[src/rtl/auto_codebreaker.sv]
// auto_codebreaker: automatic guess generator for the hex code-breaking game.
// Scans the 16-bit candidate space upward and issues only candidates consistent with all stored feedback.
module auto_codebreaker #(
    parameter int HIST_DEPTH = 8
) (
    input  logic        clk_i,
    input  logic        rst_ni,
    input  logic        start_i,
    output logic [15:0] guess_o,
    output logic        guess_valid_o,
    input  logic        fb_valid_i,
    input  logic [3:0]  correct_place_count_i,
    input  logic [3:0]  wrong_place_count_i,
    output logic        busy_o,
    output logic        solved_o,
    output logic        failed_o,
    output logic [3:0]  guess_count_o
);

    typedef enum logic [2:0] {
        ST_IDLE   = 3'd0,
        ST_SEARCH = 3'd1,
        ST_ISSUE  = 3'd2,
        ST_DONE   = 3'd3,
        ST_FAIL   = 3'd4
    } state_e;

    localparam logic [3:0] HIST_LAST = 4'(HIST_DEPTH - 1);

    // Greedy digit matching: each candidate digit claims the first unused equal guess digit.
    function automatic logic [7:0] score(input logic [15:0] c, input logic [15:0] g);
        logic [3:0] correct;
        logic [3:0] common;
        logic [3:0] used;
        logic       found;
        logic       hit;
        correct = 4'd0;
        common  = 4'd0;
        used    = 4'd0;
        for (int i = 0; i < 4; i++) begin
            correct = correct + {3'd0, (c[4*i +: 4] == g[4*i +: 4])};
        end
        for (int i = 0; i < 4; i++) begin
            found = 1'b0;
            for (int j = 0; j < 4; j++) begin
                hit     = !found && !used[j] && (c[4*i +: 4] == g[4*j +: 4]);
                used[j] = used[j] | hit;
                found   = found | hit;
            end
            common = common + {3'd0, found};
        end
        return {correct, common - correct};
    endfunction

    state_e      state_q, state_d;
    logic [15:0] cand_q, cand_d;
    logic [15:0] guess_q, guess_d;
    logic [3:0]  gcnt_q, gcnt_d;
    logic [3:0]  hist_cnt_q, hist_cnt_d;
    logic        guess_valid_q, busy_q, solved_q, failed_q;
    logic [15:0] hist_guess_q [HIST_DEPTH];
    logic [3:0]  hist_corr_q  [HIST_DEPTH];
    logic [3:0]  hist_wrong_q [HIST_DEPTH];
    logic        hist_we_s;
    logic        consistent_s;
    logic [4:0]  fb_sum_s;
    logic        fb_bad_s;

    assign fb_sum_s = {1'b0, correct_place_count_i} + {1'b0, wrong_place_count_i};
    assign fb_bad_s = (correct_place_count_i > 4'd4) || (wrong_place_count_i > 4'd4) || (fb_sum_s > 5'd4);

    // Check the current candidate against every valid history entry in parallel.
    always_comb begin
        consistent_s = 1'b1;
        for (int e = 0; e < HIST_DEPTH; e++) begin
            if ((4'(e) < hist_cnt_q) &&
                (score(cand_q, hist_guess_q[e]) != {hist_corr_q[e], hist_wrong_q[e]})) begin
                consistent_s = 1'b0;
            end else begin
                consistent_s = consistent_s;
            end
        end
    end

    // Next-state logic; start overrides everything, including coincident feedback.
    always_comb begin
        state_d    = state_q;
        cand_d     = cand_q;
        guess_d    = guess_q;
        gcnt_d     = gcnt_q;
        hist_cnt_d = hist_cnt_q;
        hist_we_s  = 1'b0;
        if (start_i) begin
            state_d    = ST_SEARCH;
            cand_d     = 16'h0000;
            gcnt_d     = 4'd0;
            hist_cnt_d = 4'd0;
        end else begin
            case (state_q)
                ST_SEARCH: begin
                    if (consistent_s) begin
                        state_d = ST_ISSUE;
                        guess_d = cand_q;
                        gcnt_d  = (gcnt_q == 4'd15) ? gcnt_q : gcnt_q + 4'd1;
                    end else if (cand_q == 16'hFFFF) begin
                        state_d = ST_FAIL;
                    end else begin
                        cand_d = cand_q + 16'd1;
                    end
                end
                ST_ISSUE: begin
                    if (!fb_valid_i) begin
                        state_d = ST_ISSUE;
                    end else if (correct_place_count_i == 4'd4) begin
                        state_d = ST_DONE;
                    end else if (fb_bad_s || (guess_q == 16'hFFFF)) begin
                        state_d = ST_FAIL;
                    end else begin
                        hist_we_s  = 1'b1;
                        hist_cnt_d = hist_cnt_q + 4'd1;
                        if (hist_cnt_q == HIST_LAST) begin
                            state_d = ST_FAIL;
                        end else begin
                            state_d = ST_SEARCH;
                            cand_d  = guess_q + 16'd1;
                        end
                    end
                end
                ST_IDLE, ST_DONE, ST_FAIL: state_d = state_q;
                default:                   state_d = ST_FAIL;
            endcase
        end
    end

    // State, counters and status flags; flags are decoded from the next state so they are registered.
    always_ff @(posedge clk_i or negedge rst_ni) begin
        if (!rst_ni) begin
            state_q       <= ST_IDLE;
            cand_q        <= 16'h0000;
            guess_q       <= 16'h0000;
            gcnt_q        <= 4'd0;
            hist_cnt_q    <= 4'd0;
            guess_valid_q <= 1'b0;
            busy_q        <= 1'b0;
            solved_q      <= 1'b0;
            failed_q      <= 1'b0;
        end else begin
            state_q       <= state_d;
            cand_q        <= cand_d;
            guess_q       <= guess_d;
            gcnt_q        <= gcnt_d;
            hist_cnt_q    <= hist_cnt_d;
            guess_valid_q <= (state_d == ST_ISSUE);
            busy_q        <= (state_d == ST_SEARCH) || (state_d == ST_ISSUE);
            solved_q      <= (state_d == ST_DONE);
            failed_q      <= (state_d == ST_FAIL);
        end
    end

    // Feedback history; a slot is written only when its index equals the current count.
    always_ff @(posedge clk_i or negedge rst_ni) begin
        if (!rst_ni) begin
            for (int e = 0; e < HIST_DEPTH; e++) begin
                hist_guess_q[e] <= 16'h0000;
                hist_corr_q[e]  <= 4'd0;
                hist_wrong_q[e] <= 4'd0;
            end
        end else begin
            for (int e = 0; e < HIST_DEPTH; e++) begin
                if (hist_we_s && (hist_cnt_q == 4'(e))) begin
                    hist_guess_q[e] <= guess_q;
                    hist_corr_q[e]  <= correct_place_count_i;
                    hist_wrong_q[e] <= wrong_place_count_i;
                end
            end
        end
    end

    assign guess_o       = guess_q;
    assign guess_valid_o = guess_valid_q;
    assign busy_o        = busy_q;
    assign solved_o      = solved_q;
    assign failed_o      = failed_q;
    assign guess_count_o = gcnt_q;

endmodule

[config.mk]
export PLATFORM = sky130hd
export DESIGN_NAME = auto_codebreaker
export DESIGN_NICKNAME = d
export VERILOG_FILES = /design/src/rtl/auto_codebreaker.sv
export SDC_FILE = /design/constraint.sdc
export NUM_CORES = 1
export LEC_CHECK = 0
export ABC_CLOCK_PERIOD_IN_PS = 13000
export CAP_MARGIN = 30
export CELL_PAD_IN_SITES_DETAIL_PLACEMENT = 1
export CELL_PAD_IN_SITES_GLOBAL_PLACEMENT = 1
export CORE_MARGIN = 1.5
export CORE_UTILIZATION = 25
export DETAILED_ROUTE_END_ITERATION = 10
export GPL_ROUTABILITY_DRIVEN = 1
export GPL_TIMING_DRIVEN = 0
export PLACE_DENSITY = 0.53
export SKIP_LAST_GASP = 1
export SLEW_MARGIN = 40
export SYNTH_ARGS = -nofsm -noshare
export SYNTH_HDL_FRONTEND = slang
export SYNTH_SLANG_ARGS = --single-unit
export TNS_END_PERCENT = 100
[constraint.sdc]
create_clock -name clk_i -period 13 [get_ports clk_i]
set_input_delay 1.3 -clock clk_i [delete_from_list [all_inputs] [get_ports clk_i]]
set_output_delay 1.3 -clock clk_i [all_outputs]
set_load 0.01 [all_outputs]
==> flow_metrics.py <==
metrics = {
    "clock_tree": {
        "clockBufferDepth": 3,
        "clock_latency_ns": 0.57,
        "clkSlewWorstSetupHoldPaths_ns": 0.07,
        "ctsRootBufferMaster": "clkbuf_16",
        "post_cts_resized": 0,
        "cts_tree": "done",
        "cts_setup_buffers": 0,
        "cts_num_sinks": 239,
        "htreeDepth": 2,
        "cts_hold_buffers": 0,
        "cts_made_buffers": 35,
    },
    "yosys": {
        "syn_inst": 2172,
        "yosys-top-cells-area": "dfrtp_1 30%, xnor2_1 16%, mux2_2 9.9%",
        "syn_nets": 2274,
        "yosys.area.top_type_share_pct": 29.8,
        "async_reset_ff_share_pct": 100,
        "yosys.area.top_type": "dfrtp_1",
        "synth_enable_flop_cells": 0,
        "yosysUniqueCellTypes": 71,
        "synth.yosys.seq_area_share_pct": 29.8,
        "synthFlopType": "dfrtp_1",
        "synthTopCellsByCount": "356 x xnor2_1, 239 x dfrtp_1, 226 x xor2_1, 176 x mux2_2, 114 x clkbuf_1",
        "synth.avg_cell_area_um2": 9.24,
        "synth_most_common_cell": "xnor2_1",
        "ys.warnings.count": 0,
        "ys_ff_latch": 239,
        "syn_area_um2": 20100,
    },
    "worst_hold_path": {
        "hold_path_depth": 1,
        "hp-class": "reg2reg",
    },
    "timing": {
        "fin_skew_ns": 0.0435,
        "final-setup-viol-count": 0,
        "rsz0062_at_grt": "no",
        "relSlewSlack_pct": 39.2,
        "tightest_slew_ns": 0.911,
        "setup_tns_ns": 0,
        "fin_crit_ns": 8.87,
        "fmax_mhz": 113,
        "slew_viol_final": 0,
        "hold_viol": 0,
        "finalCritPeriodShare_pct": 68.2,
    },
    "route": {
        "drc": 0,
        "drtIter0Drc": 1173,
        "wl_met2_mm": 39.1,
        "highest_layer": "met4",
        "dr_total_vias": 16700,
        "drt_wl_total_mm": 85.1,
        "routedWlPerCell_um": 25.6,
        "avgViaCountPerCell": 5.01,
        "dr.pass1.iters": 4,
        "route.layer.met1.wl_mm": 38.4,
        "drtAntennaViolNets": 0,
        "routed-wl-met3_mm": 4.17,
    },
    "floorplan": {
        "io-pin-count": 36,
        "design.core.area_um2": 79300,
        "die_x_um": 286,
        "die-area_um2": 82000,
        "dieHeight_um": 286,
        "start_util_pct": 25.3,
        "rows": 103,
    },
    "pwr": {
        "finalPower_w": 0.00296,
        "cellLeakagePower_nw": 10.8,
        "p_per_area_nw_per_um2": 127,
        "irDropWorstVdd_v": 0.0000891,
    },
    "placed_design": {
        "dp_hpwl_mm": 60.8,
        "place_congestion": 0.872,
        "port_buffers": 35,
        "dpl_cell_area_um2": 22000,
    },
    "grt": {
        "grt_pass1_vias": 17700,
        "antenna_found_initial": 8,
        "grt_use_total_pct": 20.8,
        "grt_max_degree": 58,
        "grt_pass1_wl_mm": 125,
        "grt.overflow.total": 0,
    },
    "run": {
        "drv_cap": 0,
    },
    "layout": {
        "design_area_um2": 23200,
        "finalCoreUtilization_pct": 29.3,
        "synthToLayoutAreaGrowth_pct": 15.7,
        "final_layout_size_suffix_gt1_share_pct": 16.6,
        "final_nets": 2354,
    },
    "setup_path": {
        "rr_endpoint": "guess_o[12]",
        "endpoint": "guess_o[12]",
        "start_kind": "flop",
        "critPathKind": "reg2reg",
        "crit_start": "cand_q[2]",
        "path_cells": "clkbuf_1 -> buf_2 -> buf_2 -> buf_2 -> clkbuf_2 -> xor2_1 -> nor4_1 -> nand2_1 -> a41oi_1 -> ha_1 -> inv_1 -> fa_1 -> ha_1 -> inv_1 -> fa_1 -> xnor2_1 -> nor4_1 -> nand4_1 -> nor3_2 -> a21o_1 -> nand4_1 -> nor3_1 -> buf_2 -> mux2_2",
        "required_ns": 13.45,
        "cpMostUsedCell": "buf_2",
        "r2r_start": "cand_q[2]",
        "reg2reg_slack_ns": 4.13,
        "crit_fanout": 10,
        "slowest_stage": "nor3_1",
        "r2r_cells": 24,
        "arrival_ns": 9.32,
        "slowest_delay_ns": 0.80,
        "critPathCaptureType": "flop",
    },
    "status": {
        "outcome": "complete, no violations",
    },
}
## worst max-delay path: cells and delay by family, from the launching register on
kind / cells / cell delay [ns]
AO/OA/AOI/OAI: 2 / 0.38
XOR/XNOR: 2 / 0.27
adder cells (fa/ha/maj): 4 / 1.30
buffers and inverters: 8 / 3.02
flip-flops: 1 / 0.34
multiplexers: 1 / 0.37
AND/OR/NAND/NOR: 7 / 3.02
## layer usage
metal	vias up	track usage, %
li1	7490	-
met1	8623	27.5
met2	410	34.1
met3	130	3.08
met4	0	7.88
met5	-	0
## registers in the layout, indices dropped and copies added, names as in the netlist
signal and cells:
busy_o 1, failed_o 1, guess_o 16, hist_wrong_q 32, guess_count_o 4, hist_corr_q 32, solved_o 1, guess_valid_o 1
state_q 3, cand_q 16, hist_guess_q 128, hist_cnt_q 4
## report_power, final
part / internal (W) / switching, W
registers: 0.000753 / 0.00000939
logic: 0.000517 / 0.000708
clock network: 0.000578 / 0.000390
## metrics by stage
stage	setup slack, ns	std cells	hold slack [ns]
after floorplan	6.32	2172	0.445
after global placement	-0.702	3257	0.468
after detailed placement	4.04	3265	0.471
after CTS	4.01	3325	0.491
after global routing	3.79	3325	0.509
final	4.13	3327	0.479
## kinds of logic after synthesis
family                     count (synthesis)  synth area share [%]
adders and majority gates                 90                  6.55
xor gates and xnor gates                 582                  25.4
AOI/OAI and AO/OA                        247                  8.09
DFF                                      239                  29.8
and+or+nand+nor                          458                  12.3
buffers and inverters                    370                  7.52
muxes                                    186                  10.4
## how the worst min path moves through the flow
stage / start / to / slack, ns
after global routing: hist_corr_q[11] / hist_corr_q[11] / 0.51
after detailed placement: hist_corr_q[3] / hist_corr_q[3] / 0.47
after floorplan: hist_corr_q[15] / hist_corr_q[15] / 0.44
after global placement: hist_corr_q[15] / hist_corr_q[15] / 0.47
after CTS: hist_corr_q[3] / hist_corr_q[3] / 0.49
final: hist_corr_q[3] / hist_corr_q[3] / 0.48
## cell type report
| type | count | area, um^2 |
|---|---|---|
| fill | 9138 | 56000 |
| multi-input combinational | 1563 | 12700 |
| sequential | 239 | 5980 |
| tap | 1050 | 1310 |
| buffer | 257 | 1160 |
| clock buffer | 48 | 965 |
| timing repair buffer | 43 | 543 |
| inverter | 113 | 424 |
| clock inverter | 12 | 151 |
| antenna | 2 | 5.00 |
## cell usage in the layout, fill, tap and decap left out, types with 10 or more instances in the layout
master / instances
xnor2_1: 356
dfrtp_1: 239
xor2_1: 226
mux2_2: 176
inv_1: 113
clkbuf_1: 85
nand4_1: 85
nand2_1: 80
nor2_1: 78
o21ai_0: 78
buf_1: 69
ha_1: 65
clkbuf_2: 53
buf_2: 51
nor4_1: 51
a21oi_1: 44
nand3_1: 39
clkbuf_16: 35
clkdlybuf4s50_1: 30
fa_1: 25
nor2b_1: 23
and2_1: 20
and4_1: 16
nor3_1: 15
o211ai_1: 13
a211oi_1: 12
a22oi_1: 11
a32oi_1: 11
a21o_1: 11
o22ai_1: 10
mux2i_1: 10
(Power assumes the default switching activity.)
